[src/rtl/perf_pkg.sv]
// Shared types and constants for the performance counter bank.
// No logic; no latency.
// No flow control.
package perf_pkg;

    typedef enum logic [1:0] {
        IDLE = 2'd0,
        RUN  = 2'd1,
        DONE = 2'd2
    } state_t;

    localparam int NUM_CH_DEF = 4;
    localparam int CNT_W_DEF  = 32;

    localparam int CH_STALL  = 0;
    localparam int CH_FLUSH  = 1;
    localparam int CH_RETIRE = 2;
    localparam int CH_BRANCH = 3;

endpackage

[src/rtl/perf_sat_counter.sv]
// One saturating event counter with sticky overflow flag and shadow register.
// Count visible one edge after the enabled event.
// No backpressure; an event while saturated only sets the overflow flag.
module perf_sat_counter #(
    parameter int CNT_W = 32
) (
    input  logic             clk_i,
    input  logic             rst_i,
    input  logic             clear_i,
    input  logic             snap_i,
    input  logic             en_i,
    input  logic             inc_i,
    output logic [CNT_W-1:0] cnt_o,
    output logic [CNT_W-1:0] shadow_o,
    output logic             ovf_o
);

    logic [CNT_W-1:0] cnt_q, cnt_d;
    logic [CNT_W-1:0] shadow_q, shadow_d;
    logic             ovf_q, ovf_d;

    // Shadow captures the pre-edge count, so a snap on a clearing edge still keeps the old value.
    always_comb begin
        cnt_d    = cnt_q;
        ovf_d    = ovf_q;
        shadow_d = shadow_q;
        if (snap_i) begin
            shadow_d = cnt_q;
        end
        if (clear_i) begin
            cnt_d = '0;
            ovf_d = 1'b0;
        end else if (en_i && inc_i) begin
            if (cnt_q == '1) begin
                ovf_d = 1'b1;
            end else begin
                cnt_d = cnt_q + CNT_W'(1);
            end
        end
    end

    always_ff @(posedge clk_i) begin
        if (rst_i) begin
            cnt_q    <= '0;
            ovf_q    <= 1'b0;
            shadow_q <= '0;
        end else begin
            cnt_q    <= cnt_d;
            ovf_q    <= ovf_d;
            shadow_q <= shadow_d;
        end
    end

    assign cnt_o    = cnt_q;
    assign shadow_o = shadow_q;
    assign ovf_o    = ovf_q;

endmodule

[src/rtl/perf_counter_bank.sv]
// Bank of NUM_CH event counters plus a cycle counter, with run/pause/limit FSM.
// Internal counts 1 edge after the event; read ports add one more edge.
// No backpressure; counters saturate and flag overflow.
module perf_counter_bank
    import perf_pkg::*;
#(
    parameter int NUM_CH = NUM_CH_DEF,
    parameter int CNT_W  = CNT_W_DEF,
    parameter int SEL_W  = (NUM_CH > 1) ? $clog2(NUM_CH) : 1
) (
    input  logic              clk_i,
    input  logic              rst_i,
    input  logic              start_i,
    input  logic [NUM_CH-1:0] event_i,
    input  logic              clear_i,
    input  logic              snap_i,
    input  logic [CNT_W-1:0]  limit_i,
    input  logic [SEL_W-1:0]  sel_i,
    output logic [CNT_W-1:0]  rd_live_o,
    output logic [CNT_W-1:0]  rd_snap_o,
    output logic [CNT_W-1:0]  cycle_o,
    output logic [NUM_CH-1:0] ovf_o,
    output logic              done_o,
    output logic              snap_valid_o
);

    state_t           state_q, state_d;
    logic             snap_valid_q, snap_valid_d;
    logic [CNT_W-1:0] rd_live_q, rd_live_d;
    logic [CNT_W-1:0] rd_snap_q, rd_snap_d;

    logic [CNT_W-1:0] live_cnt   [NUM_CH];
    logic [CNT_W-1:0] shadow_cnt [NUM_CH];
    logic [CNT_W-1:0] cycle_cnt;
    logic [CNT_W-1:0] cycle_shadow_unused;
    logic             cycle_ovf_unused;
    logic             run_en;
    logic             limit_hit;

    assign run_en = (state_q == RUN);

    for (genvar k = 0; k < NUM_CH; k++) begin : g_ch
        perf_sat_counter #(.CNT_W(CNT_W)) u_ch (
            .clk_i    (clk_i),
            .rst_i    (rst_i),
            .clear_i  (clear_i),
            .snap_i   (snap_i),
            .en_i     (run_en),
            .inc_i    (event_i[k]),
            .cnt_o    (live_cnt[k]),
            .shadow_o (shadow_cnt[k]),
            .ovf_o    (ovf_o[k])
        );
    end

    perf_sat_counter #(.CNT_W(CNT_W)) u_cycle (
        .clk_i    (clk_i),
        .rst_i    (rst_i),
        .clear_i  (clear_i),
        .snap_i   (snap_i),
        .en_i     (run_en),
        .inc_i    (1'b1),
        .cnt_o    (cycle_cnt),
        .shadow_o (cycle_shadow_unused),
        .ovf_o    (cycle_ovf_unused)
    );

    // DONE is entered on the edge that brings the cycle count up to the limit.
    assign limit_hit = run_en && (limit_i != '0) && (cycle_cnt != '1)
                       && ((cycle_cnt + CNT_W'(1)) == limit_i);

    always_comb begin
        state_d      = state_q;
        snap_valid_d = snap_valid_q;
        if (snap_i) begin
            snap_valid_d = 1'b1;
        end
        if (clear_i) begin
            state_d      = IDLE;
            snap_valid_d = 1'b0;
        end else begin
            unique case (state_q)
                IDLE:    if (start_i) state_d = RUN;
                RUN: begin
                    if (limit_hit)     state_d = DONE;
                    else if (!start_i) state_d = IDLE;
                end
                DONE:    state_d = DONE;
                default: state_d = IDLE;
            endcase
        end
    end

    always_comb begin
        rd_live_d = '0;
        rd_snap_d = '0;
        for (int k = 0; k < NUM_CH; k++) begin
            if (sel_i == SEL_W'(k)) begin
                rd_live_d = live_cnt[k];
                rd_snap_d = shadow_cnt[k];
            end
        end
    end

    always_ff @(posedge clk_i) begin
        if (rst_i) begin
            state_q      <= IDLE;
            snap_valid_q <= 1'b0;
            rd_live_q    <= '0;
            rd_snap_q    <= '0;
        end else begin
            state_q      <= state_d;
            snap_valid_q <= snap_valid_d;
            rd_live_q    <= rd_live_d;
            rd_snap_q    <= rd_snap_d;
        end
    end

    assign rd_live_o    = rd_live_q;
    assign rd_snap_o    = rd_snap_q;
    assign cycle_o      = cycle_cnt;
    assign done_o       = (state_q == DONE);
    assign snap_valid_o = snap_valid_q;

endmodule

[config.mk]
export PLATFORM = sky130hd
export DESIGN_NAME = perf_counter_bank
export DESIGN_NICKNAME = d
export VERILOG_FILES = /design/src/rtl/perf_pkg.sv /design/src/rtl/perf_sat_counter.sv /design/src/rtl/perf_counter_bank.sv
export SDC_FILE = /design/constraint.sdc
export NUM_CORES = 1
export LEC_CHECK = 0
export ABC_CLOCK_PERIOD_IN_PS = 2200
export BUFFER_PORTS_ARGS = -buffer_cell sky130_fd_sc_hd__buf_2
export CORE_ASPECT_RATIO = 0.6
export CORE_MARGIN = 2
export CORE_UTILIZATION = 50
export CTS_CLUSTER_SIZE = 28
export DETAILED_ROUTE_END_ITERATION = 10
export PLACE_DENSITY = 0.7
export SLEW_MARGIN = 0
export SYNTH_ARGS = -nofsm -noshare
export SYNTH_HDL_FRONTEND = slang
export SYNTH_SLANG_ARGS = --single-unit
[constraint.sdc]
create_clock -name clk_i -period 2.2 [get_ports clk_i]
set_input_delay 0.44 -clock clk_i [delete_from_list [all_inputs] [get_ports clk_i]]
set_output_delay 0.44 -clock clk_i [all_outputs]
set_load 0.05 [all_outputs]
=== Word-level counts from Yosys, hierarchy flattened ===
Index checks and enable logic that the tools add are counted.

* Bitwise operators: 5
* $mul: 0
* Add/subtract/negate cells: 5
* Divide/modulo/power cells: 0
* Magnitude comparators: 0
* Shifts and indexed selects: 0
* Mux-type cells: 12
* Equal/unequal tests: 14
* Reductions and logical operators: 21

{| class="wikitable"
|+ Operators with widths
! kind !! count
|-
| $mux W32 || 8
|-
| $add A32 B1 Y32 const B || 5
|-
| $eq A32 B32 Y1 const B || 5
|-
| $eq A32 B32 Y1 || 1
|-
| $ne A32 B32 Y1 const B || 1
|-
| $reduce_bool A32 Y1 || 1
|-
| $reduce_and A2 Y1 || 10
|-
| $logic_and A1 B1 Y1 || 7
|-
| $eq A2 B2 Y1 const B || 3
|-
| $mux W2 || 3
|-
| $pmux W2 S3 || 1
|-
| $not A1 Y1 || 5
|-
| $eq A2 B1 Y1 const B || 2
|-
| $logic_not A2 Y1 || 2
|-
| $ne A3 B3 Y1 const B || 1
|-
| $ne A2 B2 Y1 const B || 1
|-
| $reduce_or A2 Y1 || 1
|}

* Memories: 0
* Bits in latches: 0
* Register bits: 359
* Bits of input ports: 43
* Memory bits (read-only): 0
* Word-level logic and storage cells: 74
* Memory bits (writable): 0

=== Depth between registers and ports, before layout ===
Gate-level depths: netlist of run 1.

* Depth after elaboration: 6
* Mapped depth: 10
* Mapped depth without buffers: 8

=== Modules after synthesis ===
From an unflattened synthesis of run 1, not the netlist that was laid out.

* Cell total of the unflattened synthesis: 1938
* Area total of the unflattened synthesis: 19090.8 sq um

{| class="wikitable"
|+ Modules (own cells, without submodules)
! module !! area an instance (sq um) !! cells each !! instances
|-
| perf_sat_counter || 2912.8 || 309 || 5
|-
| perf_counter_bank || 4526.8 || 393 || 1
|}

=== Least setup slack after synthesis of run 1 ===
No wires, ideal clock.

* Path type: register to register
* Start point: register u_cycle.cnt_q[0], in the netlist u_cycle.cnt_o[0]
* End point: register u_cycle.cnt_q[18], in the netlist u_cycle.cnt_o[18]
* Setup time: 0.128 ns
* Cell stages (with the launch flop): 11
* Path slack: -0.649 ns
* Data required time: 2.072 ns
* Arrival time: 2.721 ns
* Cell sequence: dfxtp_1 -> ha_1 -> nand3_1 -> nor4_4 -> and2_0 -> buf_2 -> a31oi_2 -> buf_2 -> nand2_1 -> xor2_1 -> nor2_1

* Longest elaborated chain between the ends: 3
* Elaborated cells on any way between the ends: 4

{| class="wikitable"
|+ RTL lines
! element !! RTL line !! text
|-
| start: declaration || perf_sat_counter.sv:18 || <nowiki>logic [CNT_W-1:0] cnt_q, cnt_d;</nowiki>
|-
| start signal: assignment || perf_sat_counter.sv:48 || <nowiki>cnt_q <= cnt_d;</nowiki>
|-
| parallel branches: the longest is 3 deep, another holds $add A32 B1 Y32 || - ||
|}

Parallel ways; which one is timed is not known.
A chain may end at the register's enable or synchronous reset.

=== Worst setup path in the final report of run 1 ===
* Start point: register u_cycle.cnt_q[1], in the netlist u_cycle.cnt_o[1]
* End point: register state_q[1]

* Longest elaborated chain between the ends: 5
* Elaborated cells on any way between the ends: 9

{| class="wikitable"
|+ RTL lines
! element !! RTL line !! text
|-
| $add A32 B1 Y32 / $ne A32 B32 Y1 (equally long branches) || perf_counter_bank.sv:70, perf_counter_bank.sv:69 ||
|-
| $eq A32 B32 Y1 / $logic_and A1 B1 Y1 (equally long branches) || perf_counter_bank.sv:70, perf_counter_bank.sv:69 ||
|-
| $logic_and A1 B1 Y1 (*) || perf_counter_bank.sv:70 || <nowiki>&& ((cycle_cnt + CNT_W'(1)) == limit_i);</nowiki>
|-
| $mux W2 / $ne A3 B3 Y1 (equally long branches) || - ||
|-
| $pmux W2 S3 / $reduce_and A2 Y1 (equally long branches) || - ||
|-
| end signal: assignment || perf_counter_bank.sv:112 || <nowiki>state_q <= state_d;</nowiki>
|-
| end: declaration || perf_counter_bank.sv:27 || <nowiki>state_t state_q, state_d;</nowiki>
|}

Mark *: on every way between the ends. The rest lies on a longest branch, timed or not.

==> run metrics, run 1 <==
status complete, but fails checks; failing checks negative setup slack; clock-pin slew on the worst setup and hold paths 0.07 ns; TritonCTS Buffers 34; Worst slew margin 56.9%; minimum clock period 2.34 ns; sequential area share after synthesis 43.4%; worst-case reg-to-reg path depth 8; worst-case clock buffer depth 3; row cnt 51; ANT cells 0; Core ar. 32500 um2; via count 14300; H-tree Lvls 2; register-to-register setup slack -0.14 ns; Worst Path Required 2.67 ns; post-synthesis cell area 16600 um2; switching share of power 22.7%; first-pass GRT wire length 75200 um; sequential share of power 50.0%; Unique masters post-synth 77; Chip Height 145 um; Max-cap violations 0; Pins Over Slew Limit 0; CP max-delay cell or3_4; DRT iter0 DRCs 1344; GP Congestion 0.947; critical path class reg -> reg; share of cells above drive strength 1 32.8%; DR vias/cell 5.65; Levels on crit path 8; Detailed Routing Iterations Pass 1 5; Setup crit end state_q[1]; arrival time at the worst endpoint 2.81 ns; cell family with most CP delay simple AND/OR/NAND/NOR gates; die width 239 um; initial antenna violation count 0; CP max FO 4; Worst VDD drop 0.564 mV; syn nets 1764; simple-gate share of the synthesized area 23.5%; GRT overflow 0; clock network power share 45.3%; Crit. End Element flip-flop; IO buf count 144; leak pwr 8.64 nW; Max Fclk 428 MHz; XOR/XNOR Fraction of Synth Area 9.00%; Place WS -0.119 ns; CTS Sinks 359; Post-synth EDFFs 0; Initial Util 51.0%; hold buffer count at CTS 0; yosys warns 0; syn_area_per_cell 9.65 um2; Gate power share 4.7%; routed length per instance 19.2 um; die area 34600 um2; number of global-route vias before repair 13300; main combinational cell family by area after synthesis simple AND/OR/NAND/NOR gates; Internal Power 0.0100 W; async set or reset register ratio after synthesis 0%; adder-cell share of the synthesized area 0.438%; worst hold path type in -> reg; Final Setup Violations 7; slowest stage delay, CP 0.43 ns; PD cells 604 nW/um2; R2R Path Start u_cycle.cnt_o[1]; gr usage total 27.3%; WP buf/inv 1; final layout net count 2126; Clock Tree Root clkbuf_16; post-synthesis mux area share 16.6%; flops & latches, synth 359; DP Cell Count 2445; CTS tree done; DR DRC count 0; number of fillers in the final layout 2541; critical-path cell list nand4_4, or3_4, buf_6, or3_4, a22oi_2, o211ai_1, nor4_1, a22o_1; Synth Area in Compound Gates 3.82%; Final Routed Wirelength 48400 um; DP HPWL 35200 um; Area Overhead vs Synth 29.6%; CP Launch Point u_cycle.cnt_o[1]; Post-DRT Antenna Nets 0; Crit path top cell by count or3_4; main flop type after synthesis dfxtp_1; pin count of the biggest net entering global routing 157; Setup Skew 0.0290 ns; Skew-Pair Late Insertion Delay 0.54 ns; Slew @ Worst Pin 0.646 ns; unrepaired setup endpoints after global routing true; Final Non-Filler Cells 2526; r2r endpoint state_q[1]; final hold violation count 0; IO Count 145; Final WS setup -0.137 ns; Startpoint Class flip-flop; NetSw 0.00294 W; post-synthesis cell count 1716; fin crit share 106%
[cells in the mapped netlist (16+ instances only)]
cell type	instances	share of area, %
nor4_1	32	1.2
nand2_1	86	2.0
mux2i_1	130	7.9
nor2b_1	68	2.6
buf_2	16	0.48
dfxtp_1	359	43
nor3_1	41	1.2
o21ai_0	30	0.91
nand3_1	61	1.8
nand4_1	38	1.4
nor2_1	303	6.9
inv_1	26	0.59
or3_1	29	1.1
buf_1	19	0.43
a21oi_1	32	0.97
clkbuf_1	58	1.3
and4_1	16	0.85
mux4_2	63	8.6
xnor2_1	113	6.0
xor2_1	57	3.0
and3_1	18	0.68
[layout make-up]
class | instances | area, um2 | share of cell area, %
Timing Repair Buffer | 428 | 3120 | 14.6
Multi-Input combinational cell | 1229 | 9320 | 43.5
Clock inverter | 13 | 109 | 0.507
Tap cell | 424 | 531 | 2.47
Clock buffer | 47 | 991 | 4.62
Inverter | 26 | 97.6 | 0.455
Sequential cell | 359 | 7280 | 33.9
[worst min-delay path by stage]
stage,endpoint,slack [ns],cells after the start,from
after floorplan,g_ch[0].u_ch.ovf_o,0.44,2,g_ch[0].u_ch.ovf_o
after global placement,g_ch[2].u_ch.ovf_o,0.46,2,g_ch[2].u_ch.ovf_o
after detailed placement,g_ch[2].u_ch.ovf_o,0.47,2,g_ch[2].u_ch.ovf_o
after CTS,state_q[0],0.21,3,start_i
after global routing,state_q[0],0.23,3,start_i
final,g_ch[0].u_ch.shadow_o[10],0.26,2,rst_i
[stage by stage]
step | TNS [ns] | power (W) | cell area (um2) | util (%) | hold slack [ns]
after global placement | -0.353 | 0.00723 | 19700 | 60.6 | 0.462
after detailed placement | -0.702 | 0.00723 | 19700 | 60.6 | 0.474
after CTS | -0.0481 | 0.0130 | 20900 | 64.3 | 0.205
after global routing | -1.58 | 0.0134 | 21500 | 66.0 | 0.228
after floorplan | -1.00 | 0.00700 | 16700 | - | 0.438
final | -0.343 | 0.0130 | 21500 | 66.0 | 0.262
[registers in the layout, summed over array words and instances, names as in the netlist]
signal              flops
rd_snap_o              32
g_ch.u_ch.cnt_o       128
snap_valid_o            1
u_cycle.cnt_o          32
g_ch.u_ch.shadow_o    128
rd_live_o              32
g_ch.u_ch.ovf_o         4
state_q                 2
[worst reg2reg max path, cell delays in order, from the launching register on]
cell      delay, ns
dfxtp_4        0.38
nand4_4        0.14
or3_4          0.43
buf_6          0.15
or3_4          0.36
a22oi_2        0.16
o211ai_1       0.19
nor4_1         0.31
a22o_1         0.16
[power by group through the flow]
stage / clock, W / combinational [W] / sequential [W]
2_1_floorplan: 0 / 0.000367 / 0.00664
3_3_place_gp: 0 / 0.000598 / 0.00663
3_5_place_dp: 0 / 0.000601 / 0.00663
4_1_cts: 0.00595 / 0.000603 / 0.00648
5_1_grt: 0.00624 / 0.000651 / 0.00648
6_report: 0.00587 / 0.000612 / 0.00648
[timing repair]
item	in CTS	in global routing
resized for setup	23	100
pin swaps	10	38
gates cloned	0	2
setup buffers	3	16
endpoints found under the setup margin	29	98
[kinds of logic after synthesis]
family          count (synthesis)
simple gates                  757
flops                         359
mux                           194
xor+xnor                      170
buf+inv                       128
compound gates                102
fa+ha+maj                       6
[metal layers]
layer  up-vias  track usage [%]  wire length, um
met4         0             4.78              560
met5         -                0                0
met3        52             4.03             3610
li1       6712                -                -
met2       499             39.7            20900
met1      7002             42.8            23400
[layout by cell type (no fill, tap or decap), types with 27 or more instances in the layout]
cell / count
o21ai_0: 27
mux4_2: 63
clkbuf_16: 35
xnor2_1: 111
nor2b_1: 68
buf_4: 255
nor3_1: 31
nand3_1: 59
nand4_1: 38
nand2_1: 80
dfxtp_1: 322
nor2_1: 299
xor2_1: 57
mux2i_1: 130
buf_2: 142
Note: power is estimated with default switching activity, not from simulation.
==> run 2, diff against run 1 <==
--- a/config.mk
+++ b/config.mk
@@ -7,13 +7,15 @@
 export LEC_CHECK = 0
 export ABC_CLOCK_PERIOD_IN_PS = 2200
 export BUFFER_PORTS_ARGS = -buffer_cell sky130_fd_sc_hd__buf_2
+export CAP_MARGIN = 20
 export CORE_ASPECT_RATIO = 0.6
 export CORE_MARGIN = 2
 export CORE_UTILIZATION = 50
 export CTS_CLUSTER_SIZE = 28
 export DETAILED_ROUTE_END_ITERATION = 10
-export PLACE_DENSITY = 0.7
+export PLACE_DENSITY = 0.81
 export SLEW_MARGIN = 0
 export SYNTH_ARGS = -nofsm -noshare
 export SYNTH_HDL_FRONTEND = slang
+export SYNTH_HIERARCHICAL = 1
 export SYNTH_SLANG_ARGS = --single-unit
==> run 2 against run 1 <==
The run ends with design-rule violations, negative setup slack left. Worst setup slack worse by 0.0075 ns. Clock power down 3%. Critical path type unchanged. Sequential power about the same. Highest routed layer is now met5.
==> run metrics, run 2 <==
hold buffer count at CTS 0 (unchanged); row cnt 53 (+3.9%); hold endpoint state_q[0]; via count 17000 (+19%); yosys warns 6 (+6); DP HPWL 44300 um (+26%); total power 0.0128 W (-1.1%); Skew-Pair Late Insertion Delay 0.53 ns (about the same); H-tree Lvls 2 (unchanged); Startpoint Class flip-flop; multi-input logic area 10400 um2 (+12%); IO Count 145 (unchanged); GRT overflow 0 (unchanged); number of fillers in the final layout 2719 (+7.0%); switching share of power 23.1% (+0.43 points); Initial Util 51.0% (about the same); Post-DP Area 21200 um2 (+7.5%); R2R Path Start u_cycle/cnt_o[1]; leak pwr 8.90 nW (+3.0%); r2r endpoint state_q[0]; gr usage total 31.0% (+3.7 points); clock-pin slew on the worst setup and hold paths 0.06 ns (about the same); worst hold path type in -> reg; Worst Path Required 2.62 ns (-0.05 ns); Setup Skew 0.0132 ns (-0.0158 ns); Max Fclk 427 MHz (-0.32%); DR vias/cell 6.30 (+12%); status complete, but fails checks; Gate power share 5.1% (+0.4 points); post-synthesis cell area 17900 um2 (+8.4%); Area Overhead vs Synth 25.5%; most frequent cells in the layout dfxtp_1 (328), buf_4 (263), nor2_1 (199), mux2i_1 (148), buf_2 (141); share of cells above drive strength 1 31.2% (-1.6 points); first-pass GRT wire length 90100 um (+20%); Core ar. 35200 um2 (+8.4%); hold path depth 2 (unchanged); post-synthesis cell count 1832 (+6.8%); GP Congestion 1.00 (+6.1%); die area 37500 um2 (+8.3%); DRT iter0 DRCs 2399 (+78%); pin count of the biggest net entering global routing 109 (-31%); arrival time at the worst endpoint 2.76 ns (-0.05 ns); Crit. End Element flip-flop; worst-case clock buffer depth 3 (unchanged); Post-DRT Antenna Nets 0 (unchanged); most common cell after layout, fill and taps aside dfxtp_1; register-to-register setup slack -0.14 ns (about the same); CP max FO 3 (-1); fin crit share 107% (+0.34 points); Detailed Routing Iterations Pass 1 9 (+4); CTS Sinks 359 (unchanged); minimum clock period 2.34 ns (+0.00754 ns); Worst VDD drop 0.407 mV (-28%); failing checks design-rule violations, negative setup slack; DR DRC count 5 (+5); Final Non-Filler Cells 2690 (+6.5%); sequential share of power 50.5% (+0.5 points); clock network power share 44.4% (-0.9 points); DP Cell Count 2619 (+7.1%); Chip Height 151 um (+4.0%); CTS tree done; die width 249 um (+4.1%); unrepaired setup endpoints after global routing true; FF+latch area 7290 um2 (+0.14%); final layout net count 2249 (+5.8%); Pins Over Slew Limit 0 (unchanged); syn_area_per_cell 9.80 um2 (+1.6%); Final WS setup -0.144 ns (-0.00754 ns); worst-case reg-to-reg path depth 9 (+1); Final Routed Wirelength 59500 um (+23%); ANT cells 0 (unchanged); Final Setup Violations 5 (-2); Slew @ Worst Pin 0.745 ns (+0.0987 ns); number of global-route vias before repair 15800 (+18%); Hold Path Origin start_i; final instance area 22500 um2 (+5.1%); NetSw 0.00296 W (+0.77%); Internal Power 0.00986 W (-1.7%); Clock Tree Root clkbuf_16; TritonCTS Buffers 34 (unchanged); Worst slew margin 50.4% (-6.6 points); IO buf count 144 (unchanged); final hold violation count 0 (unchanged); PD cells 569 nW/um2 (-5.9%); Max-cap violations 0 (unchanged); initial antenna violation count 4 (+4); critical path class reg -> reg; Place WS -0.201 ns (-0.0816 ns); routed length per instance 22.1 um (+15%)
==> run 2: changes by cell type in the layout (fill, tap and decap cells not counted), sizes merged, moves of 16 or more <==
cell,previous run,this run
a211oi,2,22
a21oi,32,80
mux2i,130,148
nand4,40,90
nor2,303,203
o21a,0,16
o31ai,1,56
or3,31,56
or4,5,58
xnor2,113,56
xor2,57,26
==> run 2: through the flow <==
step / hold slack, ns / TNS, ns / util, %
2_1_floorplan: 0.455 / -0.256 / -
4_1_cts: 0.221 / -0.193 / 63.2
5_1_grt: 0.218 / -0.630 / 64.0
3_3_place_gp: 0.450 / -0.121 / 60.1
3_5_place_dp: 0.450 / -0.318 / 60.1
6_report: 0.238 / -0.272 / 64.0
==> run 2: layout make-up <==
class                   instances  share of cell area (%)
multi-input cells            1351                    46.2
flip-flops and latches        359                    32.3
repair buffers                432                    13.8
clock buffers                  43                    4.15
well taps                     467                    2.59
clock inverters                16                   0.494
inverters                      22                   0.366
==> run 2: power by group through the flow <==
| stage | sequential, W | clock, W | combinational [W] |
|---|---|---|---|
| after detailed placement | 0.00662 | 0 | 0.000629 |
| final | 0.00647 | 0.00570 | 0.000653 |
| after CTS | 0.00647 | 0.00579 | 0.000631 |
| after floorplan | 0.00663 | 0 | 0.000405 |
| after global placement | 0.00662 | 0 | 0.000620 |
| after global routing | 0.00647 | 0.00606 | 0.000687 |
==> run 2: what timing repair did <==
item | in CTS | in global routing
gates cloned | 0 | 2
pin swaps | 6 | 12
gates resized for setup | 7 | 46
setup buffers | 2 | 8
setup endpoints to repair | 4 | 47
==> run 2: worst max-delay path by stage <==
stage | start | endpoint | depth (start not counted)
2_1_floorplan | u_cycle/cnt_o[0] | state_q[0] | 9
4_1_cts | u_cycle/cnt_o[8] | state_q[0] | 8
6_report | u_cycle/cnt_o[1] | state_q[0] | 9
3_3_place_gp | u_cycle/cnt_o[1] | state_q[0] | 10
3_5_place_dp | u_cycle/cnt_o[1] | state_q[0] | 9
5_1_grt | u_cycle/cnt_o[16] | state_q[0] | 9
==> run 2: critical path: stages, from the launching register on <==
cell      delay, ns
dfxtp_4        0.37
ha_4           0.13
nand4_1        0.15
buf_4          0.19
or4_4          0.47
a21oi_2        0.13
nand4_1        0.15
nor4_2         0.29
nand4b_1       0.15
and4b_1        0.21
==> run 2: routing by layer <==
metal	vias up	track usage [%]	share of wire (%)
met5	-	0	0.022
met3	137	8.94	14
li1	7599	-	-
met2	995	44.5	41
met4	2	7.00	2.1
met1	8225	45.7	43
